[config.mk]
export PLATFORM = sky130hd
export DESIGN_NAME = cache_pmem_arbiter
export DESIGN_NICKNAME = d
export VERILOG_FILES = /design/src/rtl/cache_pmem_arbiter.sv
export SDC_FILE = /design/constraint.sdc
export NUM_CORES = 1
export LEC_CHECK = 0
export ABC_AREA = 1
export CORE_AREA = 8 8 266 268
export CTS_CLUSTER_SIZE = 40
export DETAILED_ROUTE_END_ITERATION = 6
export DIE_AREA = 0 0 274 276
export SYNTH_ARGS = -nofsm -noshare
export SYNTH_HDL_FRONTEND = slang
export SYNTH_SLANG_ARGS = --single-unit
[constraint.sdc]
create_clock -name clk -period 1.4 [get_ports clk]
set_input_delay 0.28 -clock clk [delete_from_list [all_inputs] [get_ports clk]]
set_output_delay 0.28 -clock clk [all_outputs]
set_load 0.03 [all_outputs]
[src/rtl/cache_pmem_arbiter.sv]
// rtl/cache_pmem_arbiter.sv - shares one physical-memory line port between I-cache and D-cache
//
// Purpose:
//   Grants the memory port to one cache at a time, latches that cache's line
//   transaction, drives it to memory and routes the single-cycle response
//   back to the owner. Simultaneous requests are resolved round-robin.
//
// Ports:
//   clk, rst_n                        clock, asynchronous active-low reset
//   i_pmem_read/address               I-cache line read request
//   i_pmem_rdata/resp                 I-cache response (rdata zero unless resp)
//   d_pmem_read/write/address/wdata   D-cache line read / writeback request
//   d_pmem_rdata/resp                 D-cache response (rdata zero unless resp)
//   pmem_read/write/address/wdata     memory request, driven from captured registers
//   pmem_rdata/resp                   memory response

module cache_pmem_arbiter #(
  parameter int ADDR_WIDTH   = 16,
  parameter int LINE_WIDTH   = 128,
  parameter int RESET_PRIO_D = 1
) (
  input  logic                  clk,
  input  logic                  rst_n,
  input  logic                  i_pmem_read,
  input  logic [ADDR_WIDTH-1:0] i_pmem_address,
  output logic [LINE_WIDTH-1:0] i_pmem_rdata,
  output logic                  i_pmem_resp,
  input  logic                  d_pmem_read,
  input  logic                  d_pmem_write,
  input  logic [ADDR_WIDTH-1:0] d_pmem_address,
  input  logic [LINE_WIDTH-1:0] d_pmem_wdata,
  output logic [LINE_WIDTH-1:0] d_pmem_rdata,
  output logic                  d_pmem_resp,
  output logic                  pmem_read,
  output logic                  pmem_write,
  output logic [ADDR_WIDTH-1:0] pmem_address,
  output logic [LINE_WIDTH-1:0] pmem_wdata,
  input  logic [LINE_WIDTH-1:0] pmem_rdata,
  input  logic                  pmem_resp
);

  typedef enum logic [1:0] {
    IDLE    = 2'd0,
    SERVE_I = 2'd1,
    SERVE_D = 2'd2
  } state_e;

  localparam logic GRANT_I = 1'b0;
  localparam logic GRANT_D = 1'b1;
  // Recording I as the last grant makes D win the first tie, and vice versa.
  localparam logic LAST_GRANT_RST = (RESET_PRIO_D != 0) ? GRANT_I : GRANT_D;

  state_e                state_q, state_d;
  logic                  last_grant_q, last_grant_d;
  logic [ADDR_WIDTH-1:0] addr_q, addr_d;
  logic [LINE_WIDTH-1:0] wdata_q, wdata_d;
  logic                  write_q, write_d;

  logic i_req;
  logic d_req;
  logic serving;

  assign i_req = i_pmem_read;
  assign d_req = d_pmem_read | d_pmem_write;

  always_ff @(posedge clk or negedge rst_n) begin
    if (!rst_n) begin
      state_q      <= IDLE;
      last_grant_q <= LAST_GRANT_RST;
      addr_q       <= '0;
      wdata_q      <= '0;
      write_q      <= 1'b0;
    end else begin
      state_q      <= state_d;
      last_grant_q <= last_grant_d;
      addr_q       <= addr_d;
      wdata_q      <= wdata_d;
      write_q      <= write_d;
    end
  end

  always_comb begin
    state_d      = state_q;
    last_grant_d = last_grant_q;
    addr_d       = addr_q;
    wdata_d      = wdata_q;
    write_d      = write_q;
    case (state_q)
      IDLE: begin
        // I wins when alone, or on a tie when D had the previous grant.
        if (i_req && (!d_req || last_grant_q == GRANT_D)) begin
          state_d      = SERVE_I;
          last_grant_d = GRANT_I;
          addr_d       = i_pmem_address;
          wdata_d      = '0;
          write_d      = 1'b0;
        end else if (d_req) begin
          state_d      = SERVE_D;
          last_grant_d = GRANT_D;
          addr_d       = d_pmem_address;
          wdata_d      = d_pmem_wdata;
          // A writeback takes precedence if the D-cache raises both strobes.
          write_d      = d_pmem_write;
        end
      end
      SERVE_I, SERVE_D: begin
        if (pmem_resp) begin
          state_d = IDLE;
        end
      end
      default: state_d = IDLE;
    endcase
  end

  // Memory side comes only from captured registers; outputs fall with the
  // asynchronous reset because state_q does.
  assign serving      = (state_q != IDLE);
  assign pmem_read    = serving & ~write_q;
  assign pmem_write   = serving & write_q;
  assign pmem_address = serving ? addr_q : '0;
  assign pmem_wdata   = serving ? wdata_q : '0;

  assign i_pmem_resp  = (state_q == SERVE_I) & pmem_resp;
  assign d_pmem_resp  = (state_q == SERVE_D) & pmem_resp;
  assign i_pmem_rdata = i_pmem_resp ? pmem_rdata : '0;
  assign d_pmem_rdata = d_pmem_resp ? pmem_rdata : '0;

endmodule

==> summary by stage, run 1 <==
Global route
The global-route wire length before repair is 86400 um. The via count of the first global-routing pass is 11600. The all-layer global routing usage is 15.7%. The initial antenna violation count is 30. The largest net degree at the start of global routing is 70. After global routing the overflow that remains totals 0.

Finish
The area growth from synthesis to final layout is 180%. In the final layout, the multi-input gates occupy 6540 um^2. The footprint of the flip-flops and latches is 3700 um^2.

The count of fill cells added during filler insertion is 6604. The final instance area is 24100 um^2. The fraction of layout cells with a size suffix above 1 is 50.0%. The number of nets in the layout is 2393.

Timing
Across the routed clock network, the largest skew measured is 0.00981 ns. The number of pins with negative max-slew slack in the final report is 0. The hold violation count in the final report was 0.

The final critical-path share of the clock period is 159%. The actual slew at the worst max-slew pin is 0.468 ns. Setup repair after global routing could not meet its margin everywhere. Based on the critical path, the design can be clocked at up to 448 MHz. Across all setup checks in the final design, the least slack found is -0.833 ns. Hold timing on the final database bottoms out at a slack of 0.209 ns. The number of setup violations in the final report is 552. The routed design could run at a clock period as short as 2.23 ns. In the final timing run, aggregate negative setup slack is -381.53 ns. In this run the tightest slew margin relative to its limit is 68.8%.

Power and ir drop
The peak supply drop is 0.000958 V. Dividing total power by cell area gives a power density of 2020 nW/um^2. The total power after layout is 48.7 mW.

The leakage component of the power is 10.3 nW.

Drt
The via count is 11300. For this run, the detailed router's first-pass iteration total came to 4. The first routing iteration left 431 violations. The via density per instance is 3.77. The average detailed-routed wire length per instance is 21.0 um.

For this run, design rule violations remaining after detail routing come to 0. The count of nets left with antenna violations after detail routing is 0. After detailed routing, the total wire length is 62800 um.

Placement
The total of buffers placed on input and output ports is 697. The wire-length estimate of the detail-placed layout is 52300 um. The post-detailed-placement cell area is 21600 um^2.

The worst-case setup slack after placement is -0.585 ns. Routability-driven placement finished with a final weighted congestion of 0.854.

Clocking
The sink count of the clock tree is 148. The tree is rooted in a sky130_fd_sc_hd__clkbuf_16. The CTS buffer count is 17.

The H-tree was split into 4 levels. TritonCTS built the clock tree. The maximum clock path buffer count is 2. The clock-pin slew reported for the worst setup and hold paths after clock tree synthesis is 0.07 ns. The clock reaches the later pin of the worst-skew pair after 0.46 ns.

Worst setup path
Of all nets on the critical path, the largest fanout is 5. The worst setup path is launched from a register. At the worst endpoint, the required time is 1.12 ns.

The depth of the most critical reg-to-reg path is 11. The endpoint type of the worst setup path is an output pin. The worst setup path is of the register to output pin kind. The data arrival at the endpoint of the critical path is 1.95 ns.

Floorplanning
The total area inside the core boundary comes to 66600 um^2. Once the floorplan was initialized, standard cells occupied 12.9% of the core. The floorplan step set the die width to 274 um. Row generation in the floorplan step produced 95 rows. 698 I/O pins were placed. The overall die area is 75600 um^2.

From bottom edge to top edge, the die measures 276 um.

Run
The number of max-cap violations is 0.

Yosys
The basic-gate share of the synthesized area counting and, or, nand and nor cells is 29.6%. The fraction of synthesized cell area in xor and xnor cells is 0%. Yosys attributes the largest share of cell area to sky130_fd_sc_hd__dfrtp_1, sky130_fd_sc_hd__nor2_1, sky130_fd_sc_hd__inv_1.

Counting every net in the synthesized netlist gives 1613. The synthesized area divided by synthesized cell count is 6.54 um^2. Yosys printed 0 warnings. Summing the areas of all compound-gate instances in the mapped netlist gives 7.91% of the synthesized area. The portion of synthesized area spent on multiplexers is 0%. Synthesis produced a netlist whose cell count is 1316.

The cell area that synthesis handed to floorplanning was 8610 um^2. By area, the combinational part of the netlist is dominated by simple AND/OR/NAND/NOR gates. The number of different library cells used by synthesis comes to 15.

Of the total synthesized cell area, the portion taken by full adders, half adders and majority gates is 0.436%. The synthesized design contains 148 register bits. The fraction of the yosys area taken by sequential cells is 43.0%. The synthesized design devotes to its leading area cell type 43.0% of total area. The cell type with the highest aggregate area in the netlist is sky130_fd_sc_hd__dfrtp_1.

Status
The run finished, with violations left. The checks that failed: negative setup slack.

Hold path
The tightest min-delay check is of the input pin to async pin type.
[placed cells by master (no fill, tap or decap)]
master                            instances
sky130_fd_sc_hd__nor2_4                 389
sky130_fd_sc_hd__nand2_1                 55
sky130_fd_sc_hd__clkinv_2                 3
sky130_fd_sc_hd__o21ai_2                  1
sky130_fd_sc_hd__buf_6                  184
sky130_fd_sc_hd__nand3_2                 50
sky130_fd_sc_hd__dlygate4sd3_1            1
sky130_fd_sc_hd__inv_6                    1
sky130_fd_sc_hd__clkinv_4                 3
sky130_fd_sc_hd__clkbuf_1                 2
sky130_fd_sc_hd__ha_4                     2
sky130_fd_sc_hd__o21ai_1                 76
sky130_fd_sc_hd__inv_1                  307
sky130_fd_sc_hd__a21oi_4                  1
sky130_fd_sc_hd__nand2_4                  2
sky130_fd_sc_hd__o21ai_0                 55
sky130_fd_sc_hd__nand3_1                113
sky130_fd_sc_hd__clkinvlp_4               6
sky130_fd_sc_hd__buf_16                  20
sky130_fd_sc_hd__clkbuf_16               29
sky130_fd_sc_hd__diode_2                 10
sky130_fd_sc_hd__buf_4                  133
sky130_fd_sc_hd__clkbuf_8                 2
sky130_fd_sc_hd__buf_12                 201
sky130_fd_sc_hd__nor2_1                   5
sky130_fd_sc_hd__dfrtp_1                148
sky130_fd_sc_hd__clkdlybuf4s50_1        292
sky130_fd_sc_hd__buf_8                   11
sky130_fd_sc_hd__ha_2                     1
sky130_fd_sc_hd__inv_2                    5
sky130_fd_sc_hd__nor2_2                   9
sky130_fd_sc_hd__nand2_8                  2
[sequential cells by signal, indices dropped and copies added (netlist names)]
| name | cells |
|---|---|
| wdata_q | 128 |
| addr_q | 16 |
| state_q | 2 |
| last_grant_q | 1 |
| write_q | 1 |
[logic make-up (layout without fill, tap and decap cells)]
kind of cell    count (synthesis)  in the layout
simple gates                  624            625
compound gates                133            133
flops                         148            148
buf+inv                       408           1200
fa+ha+maj                       3              3
other cells                     0             10
[critical path, stage by stage (launching register included)]
cell                      delay, ns
sky130_fd_sc_hd__dfrtp_1       0.41
sky130_fd_sc_hd__inv_2         0.10
sky130_fd_sc_hd__ha_4          0.19
sky130_fd_sc_hd__nand2_8       0.10
sky130_fd_sc_hd__buf_12        0.15
sky130_fd_sc_hd__buf_12        0.14
sky130_fd_sc_hd__buf_16        0.14
sky130_fd_sc_hd__nor2_4        0.12
sky130_fd_sc_hd__buf_12        0.13
[synthesized netlist by cell type]
master,number
sky130_fd_sc_hd__clkbuf_1,53
sky130_fd_sc_hd__buf_4,17
sky130_fd_sc_hd__a21oi_4,1
sky130_fd_sc_hd__o21ai_2,1
sky130_fd_sc_hd__dfrtp_1,148
sky130_fd_sc_hd__nor2_1,403
sky130_fd_sc_hd__nand3_1,163
sky130_fd_sc_hd__ha_1,3
sky130_fd_sc_hd__inv_2,1
sky130_fd_sc_hd__nand2_1,58
sky130_fd_sc_hd__inv_1,313
sky130_fd_sc_hd__buf_2,22
sky130_fd_sc_hd__o21ai_0,55
sky130_fd_sc_hd__buf_6,2
sky130_fd_sc_hd__o21ai_1,76
[path summary, 6_finish.rpt]
path                       slack [ns]               end         startpoint
min reg2reg                      0.48         addr_q[0]          addr_q[0]
max in group asynchronous        0.52       wdata_q[41]              rst_n
max                             -0.83  i_pmem_rdata[76]         state_q[1]
min                              0.21      wdata_q[112]              rst_n
min in group clk                 0.37      wdata_q[107]  d_pmem_wdata[107]
max reg2reg                     -0.64       wdata_q[59]         state_q[1]
[cell type report]
type,count,share of cell area (%)
Inverter,314,4.92
Antenna cell,10,0.104
Sequential cell,148,15.4
Timing Repair Buffer,854,45.8
Multi-Input combinational cell,761,27.1
Clock buffer,21,1.91
Clock inverter,11,0.332
Tap cell,873,4.53
[power by group]
group	leakage, nW	switching (mW)	total [mW]	internal [mW]
logic	8.21	20.8	37.6	16.8
clock network	0.256	2.02	4.38	2.36
registers	1.87	0.546	6.73	6.19
total	10.3	23.3	48.7	25.4
[stage by stage]
stage          std cells  utilization (%)
3_3_place_gp        2910             32.5
4_1_cts             2968             35.1
6_report            2992             36.2
3_5_place_dp        2910             32.5
2_1_floorplan       1316                -
5_1_grt             2985             36.2
[layer usage]
metal,vias up,track usage (%),wire length (um)
li1,5482,-,-
met1,5233,16.7,22700
met2,456,28.5,32300
met3,93,6.09,5900
met4,26,4.43,1800
met5,-,0,177
[what timing repair did]
item | 4_1_cts | 5_1_grt
hold endpoints to repair | 93 | 0
buffers inserted | 15 | 5
hold buffers | 1 | 0
resized for setup | 189 | 122
pin swaps | 17 | 14
cloned | 11 | 13
setup endpoints to repair | 552 | 552
Power figures use the tool's default switching activity.
==> inputs of run 2 (changes only) <==
Settings changed: ABC_AREA 1 to not set, CORE_AREA 8 8 266 268 to 8 8 269 271, DIE_AREA 0 0 274 276 to 0 0 277 279.
==> run 2 against run 1 <==
  * The run still ends with negative setup slack left
  * Routed wire length increased by 14%
  * Worst hold slack gained 0.084 ns
  * Highest routed layer unchanged
  * Cell area down 2.9%
  * Final cell count fell by 12%
==> summary by stage, run 2 <==
Finish
The layout has 6667 filler cells. Ranked by flip-flop count, first place goes to wdata_q. The fraction of layout cells with a size suffix above 1 is 63.5%. The area growth from synthesis to final layout is 182%. The most common library cell in the layout ignoring fill and taps is sky130_fd_sc_hd__buf_6. After the last flow step, the layout net total stands at 2006.

The register with the most flip-flops in the layout has 128 of them. The largest registers in the layout are wdata_q: 128 flops, addr_q: 16 flops, state_q: 2 flops. The top cell types in the final layout, fill and taps aside, are sky130_fd_sc_hd__buf_6, sky130_fd_sc_hd__clkdlybuf4s50_1, sky130_fd_sc_hd__and3_4.

Placement
Timing analysis after detailed placement gives a worst setup slack of -0.616 ns. The HPWL reported at the end of detailed placement is 53100 um. The count of buffers added on input and output ports is 697.

The final estimated routing congestion in global placement is 0.834.

Yosys
The adder-cell share of the synthesized area is 0.452%. The count of state elements after synthesis is 148. Of the total synthesized cell area, the portion taken by AND, OR, NAND and NOR gates is 31.4%. The number of standard cells after synthesis is 874. The synthesized area divided by synthesized cell count is 9.49 um^2. The fraction of the yosys area taken by sequential cells is 44.6%. Measured against the total synthesized area, the mux share comes to 0%. The area share of the largest cell type after synthesis is 44.6%. After synthesis, the largest family of logic cells by area is simple AND/OR/NAND/NOR gates. The cell type with the highest aggregate area in the netlist is sky130_fd_sc_hd__dfrtp_1. Counting instances in the post-synthesis netlist gives the leading cell types as sky130_fd_sc_hd__and3_1, sky130_fd_sc_hd__dfrtp_1, sky130_fd_sc_hd__nor2b_1, sky130_fd_sc_hd__a22o_1, sky130_fd_sc_hd__clkbuf_1.

The number of nets handed over by synthesis was 1171. The number of enable-type register cells in the synthesized netlist is 0. The fraction of synthesized cell area in xor and xnor cells is 0%.

The number of distinct library cells after synthesis is 22. The synthesized netlist devotes 17.7% of its cell area to compound gates. The cell area that synthesis handed to floorplanning was 8300 um^2. For this run, the leading register cell type out of synthesis is sky130_fd_sc_hd__dfrtp_1. The share of synthesized registers carrying an async set or reset is 100%. Yosys printed 0 warnings. sky130_fd_sc_hd__and3_1 is the most common cell in the netlist.

After synthesis, the cell types taking the most area are sky130_fd_sc_hd__dfrtp_1, sky130_fd_sc_hd__and3_1, sky130_fd_sc_hd__a22o_1.

Drt
The via count is 11100. In this run the remaining antenna-violating nets after routing total 0. Dividing the detail-routed wire length by the instance count gives 27.4 um. In the routed layout, each cell is associated on average with a via count of 4.25. After detailed routing, the met3 layer carries 4330 um of wire. Summed over all layers, the routed wires come to 71800 um. In the final routing, the length of wire on met1 measures 26600 um. The number of search-and-repair iterations in the first detailed-routing pass is 4. In the routed design, unresolved DRC markers number 0.

Routed signal wires occupy layers up through met5. The length of routed met2 wiring is 38300 um. For this block, the initial DRC count from the detailed router was 527.

Timing
The number of pins with negative max-slew slack in the final report is 0. For the final routed database, the setup TNS stands at -377.88 ns. At the pin with the least slew margin, the transition time is 0.440 ns. The number of setup violations in the final report is 552. The remaining max-slew budget at the tightest pin is 70.7%.

Clock skew on the completed layout was measured at 0.0114 ns. Setup repair after global routing could not meet its margin everywhere. The final critical-path share of the clock period is 156%.

Derived from the worst setup path, the maximum achievable clock frequency is 457 MHz. The hold violation count in the final report came to 0. Across all setup checks in the final design, the least slack found is -0.786 ns. The final critical delay including setup and external delays is 2.19 ns.

Worst setup path
The slowest stage of the critical path is the sky130_fd_sc_hd__dfrtp_1 cell. The worst register-to-register path ends at wdata_q[30]. The depth of the most critical reg-to-reg path is 13. The data arrival at the endpoint of the critical path is 1.91 ns. The maximum fanout along the worst path is 15.

The largest stage delay on the critical path is 0.38 ns. The launching element type of the critical path is a register. The register-to-register setup slack is -0.73 ns. The data required time at the worst endpoint is 1.12 ns. The endpoint type of the worst setup path is an output pin.

In this run the number of cells on the critical path is 7. The worst setup path is of the register to output pin kind. The most prevalent standard cell on the critical path is sky130_fd_sc_hd__buf_6. The critical path contains buffers and inverters numbering 5 combined. In this run the critical register-to-register path is launched from state_q[1]. The category of cells accounting for the largest share of critical-path delay is buffers and inverters.

Traced cell by cell, the critical path runs through inv_2 -> buf_6 -> ha_4 -> buf_6 -> buf_16 -> and3_4 -> buf_12.

Floorplanning
The number of ports placed on the die boundary is 698. The die covers 77300 um^2. The core region is 68000 um^2.

For this configuration, the core starts out at a cell density of 12.2%. Measured along the y axis, the die boundary spans 279 um. The initialized floorplan defines 96 standard-cell rows.

The die width is 277 um.

Power and ir drop
The leakage component of the power is 10.1 nW. Dividing total power by cell area gives a power density of 2310 nW/um^2. The peak supply drop is 0.00183 V.

Global route
The largest net degree at the start of global routing is 68. The global route total overflow is 0. The global-route wire length before repair is 88400 um. The via count of the first global-routing pass is 11300. The initial antenna violation count is 45.

The all-layer global routing usage is 15.6%.

Clocking
After clock tree synthesis, the clock-pin slew on the worst setup and hold paths is 0.07 ns. The H-tree was split into 4 levels. The latest clock arrival within the worst-skew pair is 0.43 ns. The CTS buffer count is 17. The tree is rooted in a sky130_fd_sc_hd__clkbuf_16. Clock tree synthesis found a total of 148 sinks. The TritonCTS clock tree is built. No sink is reached through more buffers than the 2 on the longest clock path.

Run
Max-cap violations in this run came to 0.

Status
The flow ran to the end, but the final reports show violations. The final reports fail on negative setup slack.

Hold path
The path category of the worst min-delay check is input pin to async pin.
==> run 2: changes by cell type in the layout (fill, tap and decap cells not counted), sizes merged, moves of 18 or more <==
cell	delta
and3	+256
nand2	-59
nor2	-384
buf	+53
clkbuf	+18
o21ai	-116
a22o	+131
nand3	-163
nor2b	+145
inv	-305
==> run 2: cell type report <==
| cell class | count | area (um^2) | area share (%) |
|---|---|---|---|
| Multi-Input combinational cell | 612 | 6620 | 28.3 |
| Clock buffer | 19 | 453 | 1.93 |
| Sequential cell | 148 | 3700 | 15.8 |
| Tap cell | 882 | 1100 | 4.71 |
| Clock inverter | 13 | 194 | 0.828 |
| Antenna cell | 15 | 37.5 | 0.160 |
| Timing Repair Buffer | 926 | 11300 | 48.2 |
| Inverter | 4 | 15.0 | 0.0641 |
==> run 2: routing by layer <==
layer / vias up / track usage (%)
li1: 4877 / -
met1: 5489 / 16.5
met2: 625 / 29.9
met3: 150 / 4.04
met4: 2 / 5.09
met5: - / 0
==> run 2: worst max path at each step <==
stage | endpoint | startpoint
3_5_place_dp | wdata_q[27] | d_pmem_write
6_report | d_pmem_rdata[73] | state_q[0]
2_1_floorplan | pmem_wdata[43] | state_q[0]
5_1_grt | d_pmem_rdata[64] | state_q[0]
3_3_place_gp | pmem_wdata[25] | state_q[0]
4_1_cts | d_pmem_rdata[42] | state_q[0]
==> run 2: logic make-up after synthesis <==
family	count (synthesis)
and+or+nand+nor	424
buffers and inverters	114
AOI/OAI and AO/OA	185
adders and majority gates	3
DFF	148
==> run 2: where the power goes <==
part	internal (mW)	leakage, nW	switching [mW]
Combinational	21.6	7.96	19.3
Clock	3.11	0.315	2.08
Sequential	6.47	1.87	1.53
Total	31.2	10.1	22.9
==> run 2: stage by stage <==
stage / hold WS, ns / std cells / power (mW) / utilization (%) / area [um^2]
global route: 0.284 / 2610 / 56.3 / 34.4 / 23400
floorplan: -0.0156 / 874 / 26.4 / - / 10900
global placement: 0.191 / 2465 / 37.1 / 28.4 / 19300
CTS: 0.276 / 2535 / 46.2 / 30.8 / 20900
detailed placement: 0.200 / 2465 / 37.5 / 28.4 / 19300
finish: 0.293 / 2619 / 54.1 / 34.4 / 23400
==> run 2: repair_timing <==
action | in CTS | in global routing
hold endpoints to repair | 23 | 0
setup endpoints to repair | 552 | 552
gates resized for setup | 570 | 319
pin swaps | 41 | 40
hold buffers | 1 | 0
gates cloned | 8 | 49
buffers inserted | 29 | 27
==> run 2: worst register-to-register path: cells and delay by family, from the launching register on <==
kind                       cells  cell delay [ns]
DFF                            1             0.36
adders and majority gates      1             0.17
AOI/OAI and AO/OA              3             0.34
buffers and inverters          9             1.15
